## src/rtl/bits_to_string_ser.sv

```systemverilog
// Packed word -> ASCII byte stream, MSB byte first, NUL bytes above the first character skipped.
// Interior NULs are skipped only when BITS_TO_STRING_DROP_INNER_NUL_EN is defined.
module bits_to_string_ser #(
  parameter int NBYTES = 11,
  parameter int CNTW   = $clog2(NBYTES + 1)
) (
  input  logic                  clk,
  input  logic                  rst,
  input  logic                  in_valid,
  output logic                  in_ready,
  input  logic [8*NBYTES-1:0]   in_data,
  output logic                  out_valid,
  input  logic                  out_ready,
  output logic [7:0]            out_char,
  output logic                  out_last,
  output logic                  done,
  output logic [CNTW-1:0]       count
);

  localparam int PW = (NBYTES > 1) ? $clog2(NBYTES) : 1;

`ifdef BITS_TO_STRING_DROP_INNER_NUL_EN
  localparam bit DROP_INNER = 1'b1;
`else
  localparam bit DROP_INNER = 1'b0;
`endif

  typedef enum logic [1:0] {IDLE, EMIT, FIN} state_t;

  state_t                state_q, state_d;
  logic [8*NBYTES-1:0]   sr_q, sr_d;
  logic [PW-1:0]         ptr_q, ptr_d;
  logic                  in_ready_q, in_ready_d;
  logic                  out_valid_q, out_valid_d;
  logic [7:0]            out_char_q, out_char_d;
  logic                  out_last_q, out_last_d;
  logic                  done_q, done_d;
  logic [CNTW-1:0]       count_q, count_d;

  logic [NBYTES-1:0]     nz_in, qual_in, qual_sr;
  logic [PW-1:0]         hi_in, nxt_sr;
  logic                  last_in, last_sr;

  // Highest set index strictly below lim; callers only use it when a hit exists.
  function automatic logic [PW-1:0] hi_below(input logic [NBYTES-1:0] q, input int lim);
    logic [PW-1:0] idx;
    idx = '0;
    for (int i = 0; i < NBYTES; i++) begin
      if (q[i] && (i < lim)) idx = PW'(i);
    end
    return idx;
  endfunction

  function automatic logic any_below(input logic [NBYTES-1:0] q, input int lim);
    logic r;
    r = 1'b0;
    for (int i = 0; i < NBYTES; i++) begin
      if (q[i] && (i < lim)) r = 1'b1;
    end
    return r;
  endfunction

  function automatic logic [7:0] byte_at(input logic [8*NBYTES-1:0] d, input logic [PW-1:0] idx);
    logic [7:0] b;
    b = 8'h00;
    for (int i = 0; i < NBYTES; i++) begin
      if (PW'(i) == idx) b = d[i*8 +: 8];
    end
    return b;
  endfunction

  // Once the first character is found, the non-dropping build emits every lower byte.
  always_comb begin
    nz_in   = '0;
    qual_sr = '0;
    for (int i = 0; i < NBYTES; i++) begin
      nz_in[i]   = |in_data[i*8 +: 8];
      qual_sr[i] = DROP_INNER ? (|sr_q[i*8 +: 8]) : 1'b1;
    end
    qual_in = DROP_INNER ? nz_in : '1;
    hi_in   = hi_below(nz_in, NBYTES);
    last_in = !any_below(qual_in, int'(hi_in));
    nxt_sr  = hi_below(qual_sr, int'(ptr_q));
    last_sr = !any_below(qual_sr, int'(nxt_sr));
  end

  always_comb begin
    state_d     = state_q;
    sr_d        = sr_q;
    ptr_d       = ptr_q;
    in_ready_d  = in_ready_q;
    out_valid_d = out_valid_q;
    out_char_d  = out_char_q;
    out_last_d  = out_last_q;
    done_d      = 1'b0;
    count_d     = count_q;
    case (state_q)
      IDLE: begin
        in_ready_d = 1'b1;
        if (in_valid && in_ready_q) begin
          in_ready_d = 1'b0;
          sr_d       = in_data;
          count_d    = '0;
          if (|nz_in) begin
            state_d     = EMIT;
            ptr_d       = hi_in;
            out_valid_d = 1'b1;
            out_char_d  = byte_at(in_data, hi_in);
            out_last_d  = last_in;
          end else begin
            state_d = FIN;
            done_d  = 1'b1;
          end
        end
      end
      EMIT: begin
        in_ready_d = 1'b0;
        if (out_valid_q && out_ready) begin
          count_d = count_q + CNTW'(1);
          if (out_last_q) begin
            state_d     = FIN;
            out_valid_d = 1'b0;
            out_char_d  = 8'h00;
            out_last_d  = 1'b0;
            done_d      = 1'b1;
          end else begin
            ptr_d      = nxt_sr;
            out_char_d = byte_at(sr_q, nxt_sr);
            out_last_d = last_sr;
          end
        end
      end
      FIN: begin
        in_ready_d = 1'b1;
        state_d    = IDLE;
      end
      default: begin
        state_d     = IDLE;
        in_ready_d  = 1'b0;
        out_valid_d = 1'b0;
        out_last_d  = 1'b0;
      end
    endcase
  end

  always_ff @(posedge clk or posedge rst) begin
    if (rst) begin
      state_q     <= IDLE;
      sr_q        <= '0;
      ptr_q       <= '0;
      in_ready_q  <= 1'b0;
      out_valid_q <= 1'b0;
      out_char_q  <= 8'h00;
      out_last_q  <= 1'b0;
      done_q      <= 1'b0;
      count_q     <= '0;
    end else begin
      state_q     <= state_d;
      sr_q        <= sr_d;
      ptr_q       <= ptr_d;
      in_ready_q  <= in_ready_d;
      out_valid_q <= out_valid_d;
      out_char_q  <= out_char_d;
      out_last_q  <= out_last_d;
      done_q      <= done_d;
      count_q     <= count_d;
    end
  end

  assign in_ready  = in_ready_q;
  assign out_valid = out_valid_q;
  assign out_char  = out_char_q;
  assign out_last  = out_last_q;
  assign done      = done_q;
  assign count     = count_q;

endmodule
```

## config.mk

```make
export PLATFORM = sky130hd
export DESIGN_NAME = bits_to_string_ser
export DESIGN_NICKNAME = d
export VERILOG_FILES = /design/src/rtl/bits_to_string_ser.sv
export SDC_FILE = /design/constraint.sdc
export NUM_CORES = 1
export LEC_CHECK = 0
export CAP_MARGIN = 20
export CORE_ASPECT_RATIO = 0.5
export CORE_UTILIZATION = 30
export CTS_BUF_LIST = sky130_fd_sc_hd__clkbuf_4
export DETAILED_ROUTE_END_ITERATION = 8
export GPL_TIMING_DRIVEN = 0
export HOLD_SLACK_MARGIN = 0.08
export PLACE_DENSITY_LB_ADDON = 0.1
export SLEW_MARGIN = 30
export SYNTH_ARGS = -nofsm -noshare
export SYNTH_HDL_FRONTEND = slang
export SYNTH_SLANG_ARGS = --single-unit
export TNS_END_PERCENT = 20
```

## constraint.sdc

```tcl
create_clock -name clk -period 4.9 [get_ports clk]
set_input_delay 0.98 -clock clk [delete_from_list [all_inputs] [get_ports clk]]
set_output_delay 0.98 -clock clk [all_outputs]
set_load 0.05 [all_outputs]
```

# Word level (Yosys, flattened, before mapping)

Index checks and enable logic that the tools add are counted.

Output and inout port bits: 16
Flip-flop bits (word level): 110

Eq/ne operators: 27
Reductions and logical operators: 26
Bitwise operators: 1
Mux-type cells: 99
Magnitude comparators: 32
$add $sub $neg: 1

Operators by type and width:

| cell                                                                         | count |
|---|---|
| 8-bit 2-to-1 mux                                                             | 26 |
| 88-bit OR reduction                                                          | 1 |
| 8-bit OR reduction                                                           | 10 |
| 3-bit by 4-bit less-than comparator with 1-bit output (first input constant) | 12 |
| 4-bit 2-to-1 mux                                                             | 12 |
| 1-bit 2-to-1 mux                                                             | 37 |
| 4-bit less-than comparator (first input constant)                            | 9 |
| 3-bit by 4-bit equality test with 1-bit output (first input constant)        | 8 |
| 4-bit equality test (first input constant)                                   | 6 |
| 2-bit by 4-bit less-than comparator with 1-bit output (first input constant) | 6 |
| 3-bit 2-to-1 mux                                                             | 8 |
| 1-bit by 4-bit less-than comparator with 1-bit output (first input constant) | 5 |
| 2-bit by 4-bit equality test with 1-bit output (first input constant)        | 4 |
| 2-bit 2-to-1 mux                                                             | 8 |
| 4-bit one-hot mux with 2 select lines                                        | 2 |
| 8-bit one-hot mux with 2 select lines                                        | 1 |
| 2-bit inequality test (second input constant)                                | 5 |
| 5-bit AND reduction                                                          | 2 |
| 1-bit by 4-bit equality test with 1-bit output (first input constant)        | 2 |
| 4-bit zero test                                                              | 2 |
| 4-bit AND reduction                                                          | 2 |
| 1-bit one-hot mux with 3 select lines                                        | 2 |
| 3-bit AND reduction                                                          | 2 |
| 4-bit by 1-bit adder with 4-bit output (second input constant)               | 1 |
| 10 further kinds                                                             | 13 |

# Depth between registers and ports, before layout

Word-level depth: 27
Mapped depth: 10
Mapped depth without buffers: 7

# Worst setup path before layout

OpenSTA, ideal clock, no wires.

Path kind: input to register
Start point: in in_data[44]
End point: reg ptr_q[1]
Required time: 4.779 ns
Setup slack: 1.371 ns
Path buffers: 2
Setup time: 0.121 ns
Stages: 9
Arrival time: 3.407 ns
Path through: or4_4 buf_6 or4_4 buf_6 nor4_4 nand3_4 o21ai_4 a21oi_2 o22a_1

Word-level cells in the longest chain between the ends: 10
Elaborated cells between the ends (all ways): 13
Those cells by class: eq/ne (1); mux (9); reduce/logical (3)

Ends and longest elaborated chain:

| item                                  | RTL line | text |
|---|---|---|
| start: declaration                    | 11       | `input logic [8*NBYTES-1:0] in_data,` |
| 8-bit OR reduction                    | 77       | `nz_in[i] = \|in_data[i*8 +: 8];` |
| 3-bit 2-to-1 mux (3 in a row)         | 49       | `if (q[i] && (i < lim)) idx = PW'(i);` |
| 4-bit 2-to-1 mux (3 in a row)         | 49       |  |
| 4-bit 2-to-1 mux                      | 104      | `if (\|nz_in) begin` |
| 4-bit 2-to-1 mux                      | 100      | `if (in_valid && in_ready_q) begin` |
| 4-bit one-hot mux with 2 select lines | 97       | `case (state_q)` |
| end signal: assignment                | 160      | `ptr_q <= ptr_d;` |
| end: declaration                      | 32       | `logic [PW-1:0] ptr_q, ptr_d;` |

Several ways; a longest one is shown, not always the timed one. The select of a mux whose other input is x is not followed.
A chain may end at the register's enable or synchronous reset.

# Final worst setup path

Start point: in in_data[68]
End point: reg out_char_q[3], in the netlist out_char[3]

Word-level cells in the longest chain between the ends: 19
Elaborated cells between the ends (all ways): 32
Those cells by class: eq/ne (11); mux (17); reduce/logical (4)

Ends and longest elaborated chain:

| item                                  | RTL line | text |
|---|---|---|
| 8-bit OR reduction                    | 77       |  |
| 4-bit 2-to-1 mux (3 in a row)         | 49       |  |
| 4-bit zero test                       | 67       | `if (PW'(i) == idx) b = d[i*8 +: 8];` |
| 8-bit 2-to-1 mux (11 in a row)        | 67       |  |
| 8-bit 2-to-1 mux                      | 104      |  |
| 8-bit 2-to-1 mux                      | 100      |  |
| 8-bit one-hot mux with 2 select lines | 97       |  |
| end signal: assignment                | 163      | `out_char_q <= out_char_d;` |
| end: declaration                      | 35       | `logic [7:0] out_char_q, out_char_d;` |

Several ways; a longest one is shown, not always the timed one. The select of a mux whose other input is x is not followed.

==> results.cfg <==
[setup_path]
critical_path_peak_fanout = 10
timing.critical_path.arrival_ps = 4550
crit_path_end_kind = flip-flop
critical_path_class = primary input to flip-flop
start_kind = primary input
timing.critical_path.required_ps = 5350
worst_r2r_path_depth = 9

[finish]
most_common_cell_after_layout_fill_and_taps_aside = dfrtp_1
num-nets-final = 819
finalNonFillerCells = 1004
fill_count = 2091
utilization_of_the_core_after_routing = 0.383
area.sequential_um2 = 2750
fin_area_um2 = 7890
multi_input_comb_area_um2 = 3360
post_route_cells_drive_above_1_share = 0.184
area_growth_syn_to_layout_pct = 24.8
layout.cells.most_common_list = dfrtp_1, clkdlybuf4s50_1, mux2_2

[timing]
skew_ps = 15.9
setup_ws_post_layout_ps = 800
rsz0062_at_grt = no
finalCritPeriodShare = 0.837
tns_ps = 0
timing.final.setup_violations = 0
finalHoldViolCount = 0
relSlewSlack = 0.342
period_needed_ps = 4100
achievable-frequency_mhz = 244
timing_worst_slew_pin_value_ps = 985
slew_violations = 0
hold_ws_ps = 520

[power]
power.density_cell_area_nw_per_um2 = 557
vdd.ir_drop.worst_uv = 146
leakagePower_nw = 2.92
power_mw = 4.39

[detailed_routing]
length_of_the_first_detailed_routing_pass_in_iterations = 5
drt-total-wl_mm = 25.7
dr_total_vias = 5779
post-route-drc-count = 0
wl_per_cell_um = 25.6
violation_count_after_the_first_detailed_routing_iteration = 562
ant_nets = 0
route.detailed.vias_per_inst = 5.76

[logic_synthesis]
postSynthNetCount = 700
synth_fa_ha_area_frac = 0.00198
synth_enable_flop_cells = 0
synth_area_in_compound_gates = 0.189
synth_xor_area_frac = 0.00277
post_synthesis_async_set_or_reset_flop_share = 1.00
synth-simple-area-share = 0.132
seq_total_area_yosys = 0.436
syn_avg_cell_area_um2 = 10.4
synth_cell_area_um2 = 6320
primary_flip_flop_cell_chosen_by_synthesis_mapping = dfrtp_1
yosys_register_bits = 110
synth_top_family_by_area = multiplexers
postSynthCellCount = 607
synth.area.mux_share = 0.205
synthesis.yosys.warnings = 0
ys_types = 69

[clock_tree]
cts_made_buffers = 9
cts.hold.buffers_added = 0
htreeDepth = 3
cts-resized-gates = 0
numClockSinks = 110
ctsLongestPathBuffers = 2
tritoncts = built
clk_latency_ps = 510
root_buffer = clkbuf_4
postCtsSetupRepairBufs = 0
clkTransAtPathRegs_ps = 170

[floorplan]
dieWidth_um = 207
placeableCoreArea_um2 = 20600
std_cell_rows = 37
initial_utilization = 0.307
io_pins = 108
floorplan.die_area_um2 = 21700
fp.dieH_um = 105

[global_routing]
global_route.usage.total = 0.244
total_congestion_overflow = 0
met1_track_utilization_from_global_routing = 0.382
grt_pass1_vias = 5610
maximum_number_of_pins_on_one_net_before_global_route_repair = 58
grt_pass1_wl_mm = 38.3
number_of_antenna_violations_at_the_first_check_in_global_routing = 1
met2_track_utilization_from_global_routing = 0.329
grt.met3_usage = 0.0658
gr-max-usage-layer = met1

[placed_design]
place.detailed.instances = 988
worst_slack_at_placement_ps = 373
dp_hpwl_mm = 20.4
io_buffers = 107
post_dp_cell_area_um2 = 7780
weighted_congestion_at_the_end_of_routability_driven_global_placement = 0.904

[run]
drv_cap = 0

[hold_path]
worstHoldPathCells = 1
worst_hold_check_path_type = flip-flop to flip-flop

[outcome]
outcome = finished, final reports clean
-- synth_stat cells (8+ instances only) --
cell type | n | area (um^2)
a31oi_1 | 8 | 50.1
clkbuf_1 | 30 | 113
nand3_1 | 15 | 75.1
nand2_1 | 22 | 82.6
nor3_1 | 8 | 40.0
a22oi_1 | 8 | 60.1
or4_1 | 10 | 75.1
o21ai_0 | 28 | 140
inv_1 | 14 | 52.6
a21oi_1 | 41 | 205
dfrtp_1 | 110 | 2750
nor4_1 | 17 | 106
mux2i_1 | 18 | 180
a211oi_1 | 11 | 82.6
nor2_1 | 49 | 184
o211ai_1 | 8 | 60.1
mux2_2 | 93 | 1050
-- worst paths after layout --
| kind | start | end | slack, ps |
|---|---|---|---|
| max in group asynchronous | rst | ptr_q[0]$_DFFE_PP0P_ | 3400 |
| setup reg to reg | ptr_q[0]$_DFFE_PP0P_ | out_char[1]$_DFFE_PP0P_ | 1530 |
| hold reg to reg | sr_q[65]$_DFFE_PP0P_ | sr_q[65]$_DFFE_PP0P_ | 520 |
| setup / recovery | in_data[68] | out_char[3]$_DFFE_PP0P_ | 800 |
| hold / removal | sr_q[65]$_DFFE_PP0P_ | sr_q[65]$_DFFE_PP0P_ | 520 |
| min in group asynchronous | rst | sr_q[54]$_DFFE_PP0P_ | 870 |
-- sequential cells by signal (all words and copies together) (netlist names) --
register	flops
count	4
done	1
in_ready	1
out_char	8
out_last	1
out_valid	1
ptr_q	4
sr_q	88
state_q	2
-- power breakdown --
| group | leakage, nW | internal, mW | switching (mW) | total (mW) |
|---|---|---|---|---|
| combinational | 1.54 | 0.972 | 1.36 | 2.33 |
| sequential | 1.32 | 1.36 | 0.286 | 1.64 |
| clock | 0.0550 | 0.104 | 0.314 | 0.417 |
-- area by class of cell --
cell class              instances  share of cell area
multi-input cells             446               0.426
flip-flops and latches        110               0.349
repair buffers                108               0.139
well taps                     273              0.0433
plain buffers                  37              0.0209
clock buffers                  10             0.00952
inverters                      14             0.00762
clock inverters                 5             0.00349
diodes                          1            0.000317
-- worst max-delay path: stages --
cell	delay, ps
clkdlybuf4s50_1	500
nor4_1	640
nand4_1	610
nor3_1	570
nand2_1	250
o21ai_0	520
o2111ai_1	260
a31oi_1	220
-- per-layer routing --
| metal | vias to the layer above | wire length, um |
|---|---|---|
| li1 | 2556 | - |
| met1 | 2943 | 13000 |
| met2 | 262 | 10000 |
| met3 | 18 | 2430 |
| met4 | 0 | 228 |
| met5 | - | 0 |
-- logic make-up (layout without fill, tap and decap cells) --
| logic type | after synthesis | in the layout |
|---|---|---|
| DFF | 110 | 110 |
| muxes | 114 | 114 |
| xor gates and xnor gates | 2 | 2 |
| adders and majority gates | 1 | 1 |
| buffers and inverters | 51 | 174 |
| AOI/OAI and AO/OA | 173 | 173 |
| and+or+nand+nor | 156 | 156 |
| other | 0 | 1 |
(Power assumes the default switching activity.)
